--- src/rtl/multicycle_control.sv ---
// Multi-cycle MIPS sequencer. It steps through one 10-state FSM and drives
// the datapath enables and mux selects for R-type, lw, sw, beq and j.
// Memory accesses in FETCH, MEMRD and MEMWR stall until mem_ready is high.
module multicycle_control #(
    parameter logic [5:0] OP_RTYPE = 6'b000000,
    parameter logic [5:0] OP_LW    = 6'b100011,
    parameter logic [5:0] OP_SW    = 6'b101011,
    parameter logic [5:0] OP_BEQ   = 6'b000100,
    parameter logic [5:0] OP_J     = 6'b000010
) (
    input  logic       clk,
    input  logic       rst,
    input  logic [5:0] Opcode,
    input  logic       mem_ready,
    output logic       PCWrite,
    output logic       PCWriteCond,
    output logic       IorD,
    output logic       MemRead,
    output logic       MemWrite,
    output logic       IRWrite,
    output logic       MemtoReg,
    output logic       RegDst,
    output logic       RegWrite,
    output logic       ALUSrcA,
    output logic [1:0] ALUSrcB,
    output logic [1:0] ALUOp,
    output logic [1:0] PCSource,
    output logic       instr_done,
    output logic       illegal_op,
    output logic [3:0] state
);

    typedef enum logic [3:0] {
        S_FETCH  = 4'd0,
        S_DECODE = 4'd1,
        S_MEMADR = 4'd2,
        S_MEMRD  = 4'd3,
        S_MEMWB  = 4'd4,
        S_MEMWR  = 4'd5,
        S_EXEC   = 4'd6,
        S_RWB    = 4'd7,
        S_BEQ    = 4'd8,
        S_JUMP   = 4'd9
    } state_t;

    state_t state_q;
    state_t state_d;

    assign state = state_q;

    // State register. This is the only storage in the block.
    always_ff @(posedge clk or posedge rst) begin
        if (rst) begin
            state_q <= S_FETCH;
        end else begin
            state_q <= state_d;
        end
    end

    // Next-state logic and Moore/Mealy outputs. While rst is held, every output is forced to zero.
    always_comb begin
        state_d     = S_FETCH;
        PCWrite     = 1'b0;
        PCWriteCond = 1'b0;
        IorD        = 1'b0;
        MemRead     = 1'b0;
        MemWrite    = 1'b0;
        IRWrite     = 1'b0;
        MemtoReg    = 1'b0;
        RegDst      = 1'b0;
        RegWrite    = 1'b0;
        ALUSrcA     = 1'b0;
        ALUSrcB     = 2'b00;
        ALUOp       = 2'b00;
        PCSource    = 2'b00;
        instr_done  = 1'b0;
        illegal_op  = 1'b0;

        if (!rst) begin
            case (state_q)
                S_FETCH: begin
                    // Read the instruction at PC and compute PC+4 in the same cycle.
                    MemRead = 1'b1;
                    ALUSrcB = 2'b01;
                    IRWrite = mem_ready;
                    PCWrite = mem_ready;
                    state_d = mem_ready ? S_DECODE : S_FETCH;
                end
                S_DECODE: begin
                    // Compute the branch target early, while the opcode is being decoded.
                    ALUSrcB = 2'b11;
                    if (Opcode == OP_LW || Opcode == OP_SW) begin
                        state_d = S_MEMADR;
                    end else if (Opcode == OP_RTYPE) begin
                        state_d = S_EXEC;
                    end else if (Opcode == OP_BEQ) begin
                        state_d = S_BEQ;
                    end else if (Opcode == OP_J) begin
                        state_d = S_JUMP;
                    end else begin
                        // PC is already advanced, so this instruction ends here.
                        illegal_op = 1'b1;
                        instr_done = 1'b1;
                        state_d    = S_FETCH;
                    end
                end
                S_MEMADR: begin
                    ALUSrcA = 1'b1;
                    ALUSrcB = 2'b10;
                    if (Opcode == OP_LW) begin
                        state_d = S_MEMRD;
                    end else if (Opcode == OP_SW) begin
                        state_d = S_MEMWR;
                    end else begin
                        state_d = S_FETCH;
                    end
                end
                S_MEMRD: begin
                    MemRead = 1'b1;
                    IorD    = 1'b1;
                    state_d = mem_ready ? S_MEMWB : S_MEMRD;
                end
                S_MEMWB: begin
                    MemtoReg   = 1'b1;
                    RegWrite   = 1'b1;
                    instr_done = 1'b1;
                    state_d    = S_FETCH;
                end
                S_MEMWR: begin
                    // Hold the write request until memory accepts it.
                    MemWrite   = 1'b1;
                    IorD       = 1'b1;
                    instr_done = mem_ready;
                    state_d    = mem_ready ? S_FETCH : S_MEMWR;
                end
                S_EXEC: begin
                    ALUSrcA = 1'b1;
                    ALUOp   = 2'b10;
                    state_d = S_RWB;
                end
                S_RWB: begin
                    RegDst     = 1'b1;
                    RegWrite   = 1'b1;
                    instr_done = 1'b1;
                    state_d    = S_FETCH;
                end
                S_BEQ: begin
                    ALUSrcA     = 1'b1;
                    ALUOp       = 2'b01;
                    PCWriteCond = 1'b1;
                    PCSource    = 2'b01;
                    instr_done  = 1'b1;
                    state_d     = S_FETCH;
                end
                S_JUMP: begin
                    PCWrite    = 1'b1;
                    PCSource   = 2'b10;
                    instr_done = 1'b1;
                    state_d    = S_FETCH;
                end
                default: begin
                    // Encodings 10-15: recover to FETCH with every output low.
                    state_d = S_FETCH;
                end
            endcase
        end
    end

endmodule

--- config.mk ---
export PLATFORM = sky130hd
export DESIGN_NAME = multicycle_control
export DESIGN_NICKNAME = d
export VERILOG_FILES = /design/src/rtl/multicycle_control.sv
export SDC_FILE = /design/constraint.sdc
export NUM_CORES = 1
export LEC_CHECK = 0
export BUFFER_PORTS_ARGS = -buffer_cell sky130_fd_sc_hd__buf_2
export CAP_MARGIN = 30
export CORE_MARGIN = 3
export CORE_UTILIZATION = 30
export CTS_CLUSTER_SIZE = 20
export DETAILED_ROUTE_END_ITERATION = 8
export SLEW_MARGIN = 10
export SYNTH_ARGS = -nofsm -noshare
export SYNTH_HDL_FRONTEND = slang
export SYNTH_SLANG_ARGS = --single-unit
--- constraint.sdc ---
create_clock -name clk -period 1.25 [get_ports clk]
set_input_delay 0.1875 -clock clk [delete_from_list [all_inputs] [get_ports clk]]
set_output_delay 0.1875 -clock clk [all_outputs]
set_load 0.02 [all_outputs]
Word-level counts from Yosys, hierarchy flattened
Index checks and enable logic that the tools add are counted.
Operators by class
  equal/unequal tests: 13
  reduce and logical (&&, ||, !) cells: 8
  multiplexer cells: 45
Operators by type and width (count)
  $mux W1: 27
  $pmux W4 S6: 1
  $mux W4: 5
  $eq A4 B3 Y1 const B: 4
  $eq A6 B6 Y1 const B: 2
  $mux W3: 4
  $eq A4 B2 Y1 const B: 2
  $eq A4 B4 Y1 const B: 2
  $pmux W2 S2: 2
  $eq A6 B2 Y1 const B: 1
  $eq A6 B3 Y1 const B: 1
  $logic_not A6 Y1: 1
  $mux W2: 3
  $pmux W2 S3: 1
  $reduce_or A2 Y1: 3
  $eq A4 B1 Y1 const B: 1
  $logic_not A4 Y1: 1
  $reduce_or A4 Y1: 1
  $pmux W1 S3: 1
  $reduce_or A3 Y1: 1
  $pmux W1 S2: 1
  $logic_or A1 B1 Y1: 1
Storage, ports and cells
  bits of input ports: 9
  register bits after elaboration: 4
  logic and storage cells: 67

Depth between registers and ports, before layout
Gate-level depths: netlist (run 1).
  word-level depth: 7
  depth in mapped cells: 5

Worst setup path before layout (run 1)
OpenSTA, ideal clock, no wires.
  kind: reg2out
  start point: register state_q[1] (netlist: state[1])
  end point: output port ALUOp[0]
  cell stages (with the launch flop): 4
  required time: 1.062 ns
  arrival time: 1.861 ns
  buffers on the path: 2
  path slack: -0.798 ns
  cells stage by stage: dfrtp_1 > buf_4 > nor4_1 > buf_4
Between the ends
  cells in the longest elaborated chain, start to end: 3
  elaborated cells between the ends (all ways): 4
RTL lines
  start, declared: line 46  | state_t state_q;
  start signal, assigned: line 56  | state_q <= state_d;
  $eq A4 B4 Y1 / $eq A4 B3 Y1 (equally long branches): line 80  | case (state_q)
  $pmux W2 S2 *: line 80
  $mux W2 *: line 79  | if (!rst) begin
  end, declared: line 26  | output logic [1:0] ALUOp,
Every way passes the cells marked *; elsewhere a longest branch is shown, timed or not.

Worst setup path after layout (run 1)
  start point: register state_q[3] (netlist: state[3])
  end point: output port instr_done
Between the ends
  cells in the longest elaborated chain, start to end: 4
  elaborated cells between the ends (all ways): 9
RTL lines
  $eq A4 B4 Y1 / $eq A4 B3 Y1 (equally long branches): line 80
  $reduce_or A4 Y1 (no source line)
  $pmux W1 S3 *: line 80
  $mux W1 *: line 79
  end, declared: line 28  | output logic instr_done,
Marked as above.

==> results.toml, run 1 <==
[logic_synthesis]
synth_warnings = 0
synth_cell_type_count = 39
synth_flop_cell = "dfrtp_1"
synth_nets = 88
yosysSeqAreaShare_pct = 17.39
async_flop_share_pct = 100.0
synth_cells = 79
synth_area_um2 = 575.6
synth.avg_cell_area_um2 = 7.285
synth_edf_count = 0
ys_ff_latch = 4

[drt]
ant_nets = 0
vias = 810
drcViolationCount = 0
dr.first_iter.drc_count = 2
wl_per_cell_um = 12.76
drt_wl_total_mm = 2.118
dr.pass1.iters = 3
via_per_inst = 4.880

[worst_hold_path]
worstHoldPathType = "in2async"

[cells_and_area]
antenna_cells = 0
postLayoutCoreUtil_pct = 76.81
syn2layout_area_growth_pct = 135.4
n_fill_cell = 144
drive_gt1_share_pct = 78.01
largest_reg_flops = 4
fin_nets = 152

[sta]
hold_slack_ns = 0.06248
setup_viol = 22
tightest_slew_ns = 0.3120
min_period_over_period_pct = 138.3
fin_worst_skew_ns = 0.003020
min_period_ns = 1.728
setup_ws_ns = -0.4785
hold_viol = 0
drv_slew = 0
relSlewSlack_pct = 78.98
rsz0062_at_grt = "true"
fmax_ghz = 0.5785

[power_and_ir_drop]
powerDensity_nw_per_um2 = 400.9
p_leak_nw = 0.5961
vdd_ir_drop_max_uv = 368.4

[worst_setup_path]
crit_chain = "a211o_2 > a21o_1 > a31oi_4 > buf_6"
cp-start-kind = "flop"
path_depth = 4
reg2reg_slack_ns = -0.20
crit_arrival_ns = 1.54
crit_type = "reg2out"
worstRegToRegCells = 5
path_buf_inv = 1
worst_setup_path_end_kind = "primary output"
slowest_delay_ns = 0.48
slowest_stage = "dfrtp_2"
crit_fanout = 7
cp.required_ns = 1.06
path_delay_family = "compound AO/OA/AOI/OAI gates"

[clock_tree]
worstSkewPairLatency_ns = 0.24
htreeDepth = 1
cts_buffer_depth = 2
ctsHoldBuffers = 0
clock-sinks = 4
path_clk_slew_ns = 0.04
clock-root-buffer = "clkbuf_4"
cts_tree = "yes"
cts_buffers = 3

[global_routing]
antenna_found_initial = 0
grt_pass1_wl_mm = 3.387
grt_max_degree = 12
grt_overflow = 0
groute.usage.overall_pct = 17.76
grt_pass1_vias = 798

[outcome]
violations = "negative setup slack"
run_status = "finished with violations"

[die]
dieArea_um2 = 2480
die_h_um = 49.80
start_util_pct = 32.62
coreArea_um2 = 1764
chipWidth_um = 49.80
num_rows = 15
boundaryPins = 31

[place]
place.gp.congestion = 0.7614
io_buffer_count = 30
dp_hpwl_mm = 1.643

[run]
max_cap_violations = 0
## report_power, final
group | internal, mW | total (mW) | leakage, nW | switching (mW)
registers | 0.133 | 0.139 | 0.0486 | 0.00569
clock network | 0.108 | 0.162 | 0.0138 | 0.0545
logic | 0.130 | 0.243 | 0.534 | 0.113
total | 0.370 | 0.543 | 0.596 | 0.173
## area by class of cell
class	instances	area [µm²]	area share [%]
multi-input cells	63	624.3	46.08
repair buffers	67	554.3	40.90
inverters	4	17.52	1.293
well taps	25	31.28	2.308
flip-flops and latches	4	105.1	7.756
clock buffers	3	22.52	1.662
## logic make-up (layout without fill, tap and decap cells)
group           Yosys count  after routing  share of synthesized area [%]
buf+inv                  12             74                          13.48
compound gates           17             17                          21.30
simple gates             43             43                          42.83
flops                     4              4                          17.39
mux                       1              1                          1.956
xor+xnor                  2              2                          3.044
## stage by stage
| step | setup slack [ns] | instance area [µm²] | power [mW] | std cells | setup TNS [ns] |
|---|---|---|---|---|---|
| after floorplan | -0.2935 | 734.5 | 0.2444 | 79 | -2.326 |
| after global placement | -0.2151 | 1084 | 0.3360 | 159 | -2.641 |
| after detailed placement | -0.2491 | 1084 | 0.3399 | 159 | -2.971 |
| after CTS | -0.4523 | 1211 | 0.5225 | 163 | -7.199 |
| after global routing | -0.5533 | 1355 | 0.5838 | 166 | -8.975 |
| final | -0.4785 | 1355 | 0.5432 | 166 | -7.159 |
## cells in the final DEF (no fill, tap or decap), types with 3 or more instances in the layout
master / n
nor2_2: 4
clkbuf_4: 3
nand2_1: 3
o21ai_1: 3
buf_4: 35
nor3_4: 4
buf_2: 13
dfrtp_2: 4
buf_6: 17
## path summary, 6_finish.rpt
| path | startpoint | to |
|---|---|---|
| setup / recovery | state[3] | instr_done |
| hold / removal | rst | state[0] |
| setup reg to reg | state[0] | state[0] |
| hold reg to reg | state[1] | state[3] |
| max in group asynchronous | rst | state[2] |
| min in group clk | Opcode[4] | state[3] |
## layer usage
| metal | vias to the layer above | part of all wire (%) | wire length, µm | GRT usage (%) |
|---|---|---|---|---|
| met5 | - | 0 | 0 | 0 |
| met4 | 0 | 1.1 | 23 | 9.677 |
| met3 | 2 | 3.4 | 73 | 2.115 |
| met2 | 23 | 53 | 1123 | 33.04 |
| met1 | 369 | 42 | 898 | 19.12 |
| li1 | 416 | - | - | - |
## worst reg2reg max path, cell delays in order (launching register included)
cell	delay, ns
dfrtp_2	0.46
buf_12	0.17
nor3b_2	0.15
o21ai_1	0.16
a21oi_2	0.09
o31a_1	0.30
## synth_stat cells (2+ instances only)
cell,number,area (µm²)
inv_1,2,7.510
buf_2,2,10.01
nor3_1,6,30.03
o21ai_1,3,15.01
o31ai_1,2,15.01
dfrtp_1,4,100.1
nor2b_1,2,12.51
inv_2,2,7.510
o22ai_1,2,12.51
buf_4,4,30.03
and3_1,4,25.02
nand3_1,4,20.02
o21a_1,2,15.01
nor4_1,2,12.51
nand2_1,5,18.77
nand4_1,2,12.51
nor2_1,8,30.03
buf_6,2,22.52
## repair_timing
item,in CTS,in global routing
setup buffers,1,4
cloned,0,0
resized for setup,27,28
endpoints found under the hold margin,0,0
pin swaps,6,9
setup endpoints to repair,23,25
Power figures use the tool's default switching activity.
==> run 2: changes to the inputs <==
Settings changed: SKIP_CTS_REPAIR_TIMING set to 1.
==> results.toml, run 2 (same netlist as run 1, synthesis figures left out) <==
[outcome]
run_status = "finished with violations"
violations = "negative setup slack"

[drt]
drt_wl_total_mm = 2.252
dr.pass1.iters = 4
drcViolationCount = 0
ant_nets = 0
vias = 833
via_per_inst = 4.929
wl_per_cell_um = 13.33
dr.first_iter.drc_count = 8

[sta]
finalSetupTns_ns = -7.300
tightest_slew_ns = 0.3137
min_period_over_period_pct = 137.1
relSlewSlack_pct = 78.86
hold_viol = 0
setup_viol = 23
setup_ws_ns = -0.4634
rsz0062_at_grt = "true"
fin_worst_skew_ns = 0.002968
fmax_ghz = 0.5836
drv_slew = 0
min_period_ns = 1.713

[die]
dieArea_um2 = 2480
chipWidth_um = 49.80
start_util_pct = 32.62
coreArea_um2 = 1764
num_rows = 15
boundaryPins = 31
die_h_um = 49.80

[global_routing]
groute.usage.overall_pct = 17.38
antenna_found_initial = 0
grt_overflow = 0
grt_max_degree = 12
grt_pass1_vias = 799
grt_pass1_wl_mm = 3.346

[worst_setup_path]
crit_chain = "nor4b_4 > nand3_2 > a31oi_4 > buf_6"
crit_type = "reg2out"
path_delay_family = "simple AND/OR/NAND/NOR gates"
worst_setup_path_end_kind = "primary output"
slowest_stage = "dfrtp_2"
crit_arrival_ns = 1.53
slowest_delay_ns = 0.47
cp.required_ns = 1.06
cp-start-kind = "flop"
crit_fanout = 7
path_buf_inv = 1

[cells_and_area]
fin_nets = 155
antenna_cells = 0
n_fill_cell = 142
layout_common_cells = "buf_4, buf_6, buf_2"
fin_cells = 169
syn2layout_area_growth_pct = 138.0
layout_commonest_cell = "buf_4"
drive_gt1_share_pct = 79.86
largest_reg_flops = 4

[worst_hold_path]
worstHoldPathType = "in2async"

[place]
dpl.cell_count = 159
dp_hpwl_mm = 1.643
place.gp.congestion = 0.7614
io_buffer_count = 30

[clock_tree]
cts_tree = "yes"
clock-root-buffer = "clkbuf_4"
worstSkewPairLatency_ns = 0.24
cts_buffers = 3
path_clk_slew_ns = 0.04
cts_buffer_depth = 2
htreeDepth = 1
clock-sinks = 4

[power_and_ir_drop]
powerDensity_nw_per_um2 = 391.6
p_leak_nw = 0.6194
finalPower_uw = 536.4
vdd_ir_drop_max_uv = 461.7

[run]
max_cap_violations = 0
run 2: cell count changes in the layout (fill, tap and decap cells not counted), sizes merged:
cell and change:
buf +3
run 2: final timing paths:
path	from	end	slack [ns]	depth (start not counted)
max	state[3]	instr_done	-0.46	4
min	rst	state[0]	0.06	3
max reg2reg	state[3]	state[2]	-0.22	5
min reg2reg	state[1]	state[3]	0.75	4
max in group asynchronous	rst	state[2]	1.02	3
min in group clk	Opcode[4]	state[3]	0.27	3
run 2: per-layer routing:
layer  routed length [µm]  up-vias  global-route usage [%]
met2                 1241       27                   32.16
met5                    0        -                       0
met4                   21        0                   9.677
li1                     -      417                       -
met1                  881      387                   18.75
met3                  107        2                   2.115
run 2: final cells by class:
type	instances	area [µm²]	share of cell area (%)
multi-input combinational	63	626.9	45.75
timing repair buffer	70	566.8	41.37
sequential	4	105.1	7.671
tap	25	31.28	2.283
clock buffer	3	22.52	1.644
inverter	4	17.52	1.279
run 2: metrics by stage:
step                      hold WS, ns  worst slack, ns  area (µm²)  utilization (%)
after floorplan                0.1769          -0.2935       734.5                -
after global placement         0.2643          -0.2151        1084            61.42
after detailed placement       0.2723          -0.2491        1084            61.42
after CTS                     0.02158          -0.4997        1106            62.70
after global routing          0.06159          -0.5287        1370            77.66
final                         0.06308          -0.4634        1370            77.66
run 2: worst register-to-register path, delay by kind of cell (launching register included):
| family | cells | cell delay [ns] |
|---|---|---|
| flops | 1 | 0.47 |
| simple gates | 2 | 0.41 |
| compound gates | 2 | 0.35 |
| buf+inv | 1 | 0.17 |
run 2: power breakdown:
part / switching [mW] / total [mW] / internal [mW]
Combinational: 0.112 / 0.235 / 0.123
Sequential: 0.00582 / 0.139 / 0.133
Clock: 0.0556 / 0.163 / 0.108
==> run 3: changes to the inputs <==
Settings changed: CAP_MARGIN 30 to unset, CELL_PAD_IN_SITES_DETAIL_PLACEMENT set to 1, CELL_PAD_IN_SITES_GLOBAL_PLACEMENT set to 1, CORE_ASPECT_RATIO set to 0.6, CORE_UTILIZATION 30 to 26, PLACE_DENSITY_LB_ADDON set to 0.1.
==> results.toml, run 3 <==
[place]
place.gp.congestion = 0.8131
dp_hpwl_mm = 2.277
io_buffer_count = 30

[logic_synthesis]
synth_warnings = 0
synth_largest_area_cell = "dfrtp_1"
synth_area_um2 = 575.6
synth_flop_cell = "dfrtp_1"
yosysMostFrequentCell = "nor2_1"
ys_ff_latch = 4
yosysSeqAreaShare_pct = 17.39
synth_cells = 79
yosys-top-cells-area = "dfrtp_1, nor3_1, buf_4"
synth_edf_count = 0
synth_top_area_share_pct = 17.39
async_flop_share_pct = 100.0
synthTopCellsByCount = "nor2_1, nor3_1, nand2_1"
synth_nets = 88
synth.avg_cell_area_um2 = 7.285
synth_cell_type_count = 39

[clock_tree]
clock-root-buffer = "clkbuf_8"
htreeDepth = 1
cts_buffers = 3
cts_buffer_depth = 2
clock-sinks = 4

[die]
chipWidth_um = 66.74
start_util_pct = 29.26
die_h_um = 42.45
num_rows = 12
boundaryPins = 31

[outcome]
stop_stage = "global routing"
run_status = "aborted with a tool error"
stop_error = "[ERROR DPL-0033] detailed placement checks failed during check placement."

[sta]
worst_endpoint = "instr_done"
endpoint_type = "top-level output"

[global_routing]
antenna_found_initial = 0
grt_max_degree = 12
-- run 3: through the flow --
step                worst slack, ns  instances  area (µm²)  hold slack (ns)  TNS (ns)
CTS                         -0.6202        167        1144          0.04698    -9.175
detailed placement          -0.3530        164        1102           0.2808    -4.132
global placement            -0.2188        164        1102           0.2653    -2.768
floorplan                   -0.2935         79       734.5           0.1769    -2.326
-- run 3: cells by family after synthesis --
group / count (synthesis) / synth area share, %
DFF: 4 / 17.39
buffers and inverters: 12 / 13.48
xor gates and xnor gates: 2 / 3.044
and+or+nand+nor: 43 / 42.83
muxes: 1 / 1.956
AOI/OAI and AO/OA: 17 / 21.30
==> run 4: changes to the inputs <==
Settings changed: CELL_PAD_IN_SITES_DETAIL_PLACEMENT 1 to unset, CELL_PAD_IN_SITES_GLOBAL_PLACEMENT 1 to unset, CORE_AREA set to 3 3 64 66, CORE_ASPECT_RATIO 0.6 to unset, CORE_MARGIN 3 to unset, CORE_UTILIZATION 26 to unset, CTS_CLUSTER_SIZE 20 to unset, DIE_AREA set to 0 0 67 69, PLACE_DENSITY_LB_ADDON 0.1 to 0.15.
Clock period 1.25 ns to 1.6 ns, I/O delays scaled along.
==> results.toml, run 4 (same netlist as run 1, synthesis figures left out) <==
[outcome]
run_status = "finished with violations"
violations = "negative setup slack"

[global_routing]
grt_pass1_wl_mm = 3.332
antenna_found_initial = 0
grt_max_degree = 16
groute.usage.overall_pct = 9.358
grt_pass1_vias = 694
grt_overflow = 0

[cells_and_area]
layout_common_cells = "buf_4, buf_2, nor2_1"
syn2layout_area_growth_pct = 90.87
fin_nets = 136
antenna_cells = 0
drive_gt1_share_pct = 61.60
layout_commonest_cell = "buf_4"
largest_reg_flops = 4

[worst_setup_path]
cp.required_ns = 1.36
slowest_delay_ns = 0.43
path_buf_inv = 2
crit_type = "reg2out"
crit_arrival_ns = 1.53
slowest_stage = "dfrtp_2"
crit_chain = "buf_12 > a221oi_4 > o31ai_4 > a31oi_4 > buf_6"
worst_setup_path_end_kind = "primary output"
cp-start-kind = "flop"
path_delay_family = "compound AO/OA/AOI/OAI gates"
crit_fanout = 15

[die]
start_util_pct = 15.84
coreArea_um2 = 3633
chipWidth_um = 67
dieArea_um2 = 4623
boundaryPins = 31
num_rows = 22
die_h_um = 69

[drt]
via_per_inst = 4.306
vias = 745
drcViolationCount = 0
dr.first_iter.drc_count = 55
wl_per_cell_um = 12.27
ant_nets = 0
drt_wl_total_mm = 2.123
dr.pass1.iters = 4

[power_and_ir_drop]
vdd_ir_drop_max_uv = 160.2
p_leak_nw = 0.4976
powerDensity_nw_per_um2 = 417.9

[worst_hold_path]
worstHoldPathType = "in2async"

[clock_tree]
clock-root-buffer = "clkbuf_8"
cts_buffers = 3
worstSkewPairLatency_ns = 0.22
cts_buffer_depth = 2
htreeDepth = 1
path_clk_slew_ns = 0.03
cts_tree = "yes"
clock-sinks = 4

[place]
io_buffer_count = 30
dp_hpwl_mm = 1.632
dp_slack_ns = 0.007821
place.gp.congestion = 0.7493

[sta]
drv_slew = 0
hold_viol = 0
setup_viol = 14
tightest_slew_ns = 0.3313
fin_worst_skew_ns = 0.0008205
finalSetupTns_ns = -1.013
relSlewSlack_pct = 77.68
setup_ws_ns = -0.1652
rsz0062_at_grt = "true"
min_period_over_period_pct = 110.3
min_period_ns = 1.765
fmax_ghz = 0.5665
hold_slack_ns = 0.001283

[run]
max_cap_violations = 0
[run 4: where the power goes]
part           total, mW  switching, mW  internal (mW)
sequential         0.109        0.00461          0.104
clock              0.216         0.0554          0.161
combinational      0.135         0.0726         0.0619
[run 4: metal layers]
metal  wire length [µm]  track usage [%]  up-vias  share of wire, %
met5                  0                0        -                 0
met1                960            12.93      330                45
met4                 57            6.081        0               2.7
met2                981            13.65       25                46
met3                123           0.6515        5               5.8
li1                   -                -      385                 -
[run 4: path summary, 6_finish.rpt]
check	start	endpoint	slack [ns]	depth (start not counted)
min in group clk	Opcode[4]	state[3]	0.33	3
worst min register to register	state[0]	state[3]	0.61	2
worst max-delay path	state[1]	instr_done	-0.17	5
worst max register to register	state[0]	state[0]	0.13	5
max in group asynchronous	rst	state[2]	1.43	2
worst min-delay path	rst	state[0]	0.001	2
[run 4: cell type report]
cell class              count  area, µm²
fillers                   418       2535
flip-flops and latches      4      105.1
multi-input cells          63      516.7
clock buffers               3      41.29
inverters                   4      17.52
repair buffers             51      357.8
well taps                  48      60.06
[run 4: stage by stage]
| stage | power, mW | std cells | util [%] | instance area (µm²) |
|---|---|---|---|---|
| after global placement | 0.2299 | 165 | 25.41 | 923.4 |
| after detailed placement | 0.2305 | 165 | 25.41 | 923.4 |
| final | 0.4591 | 173 | 30.23 | 1099 |
| after global routing | 0.4853 | 173 | 30.23 | 1099 |
| after floorplan | 0.1773 | 79 | - | 653.1 |
| after CTS | 0.4507 | 168 | 26.55 | 964.7 |
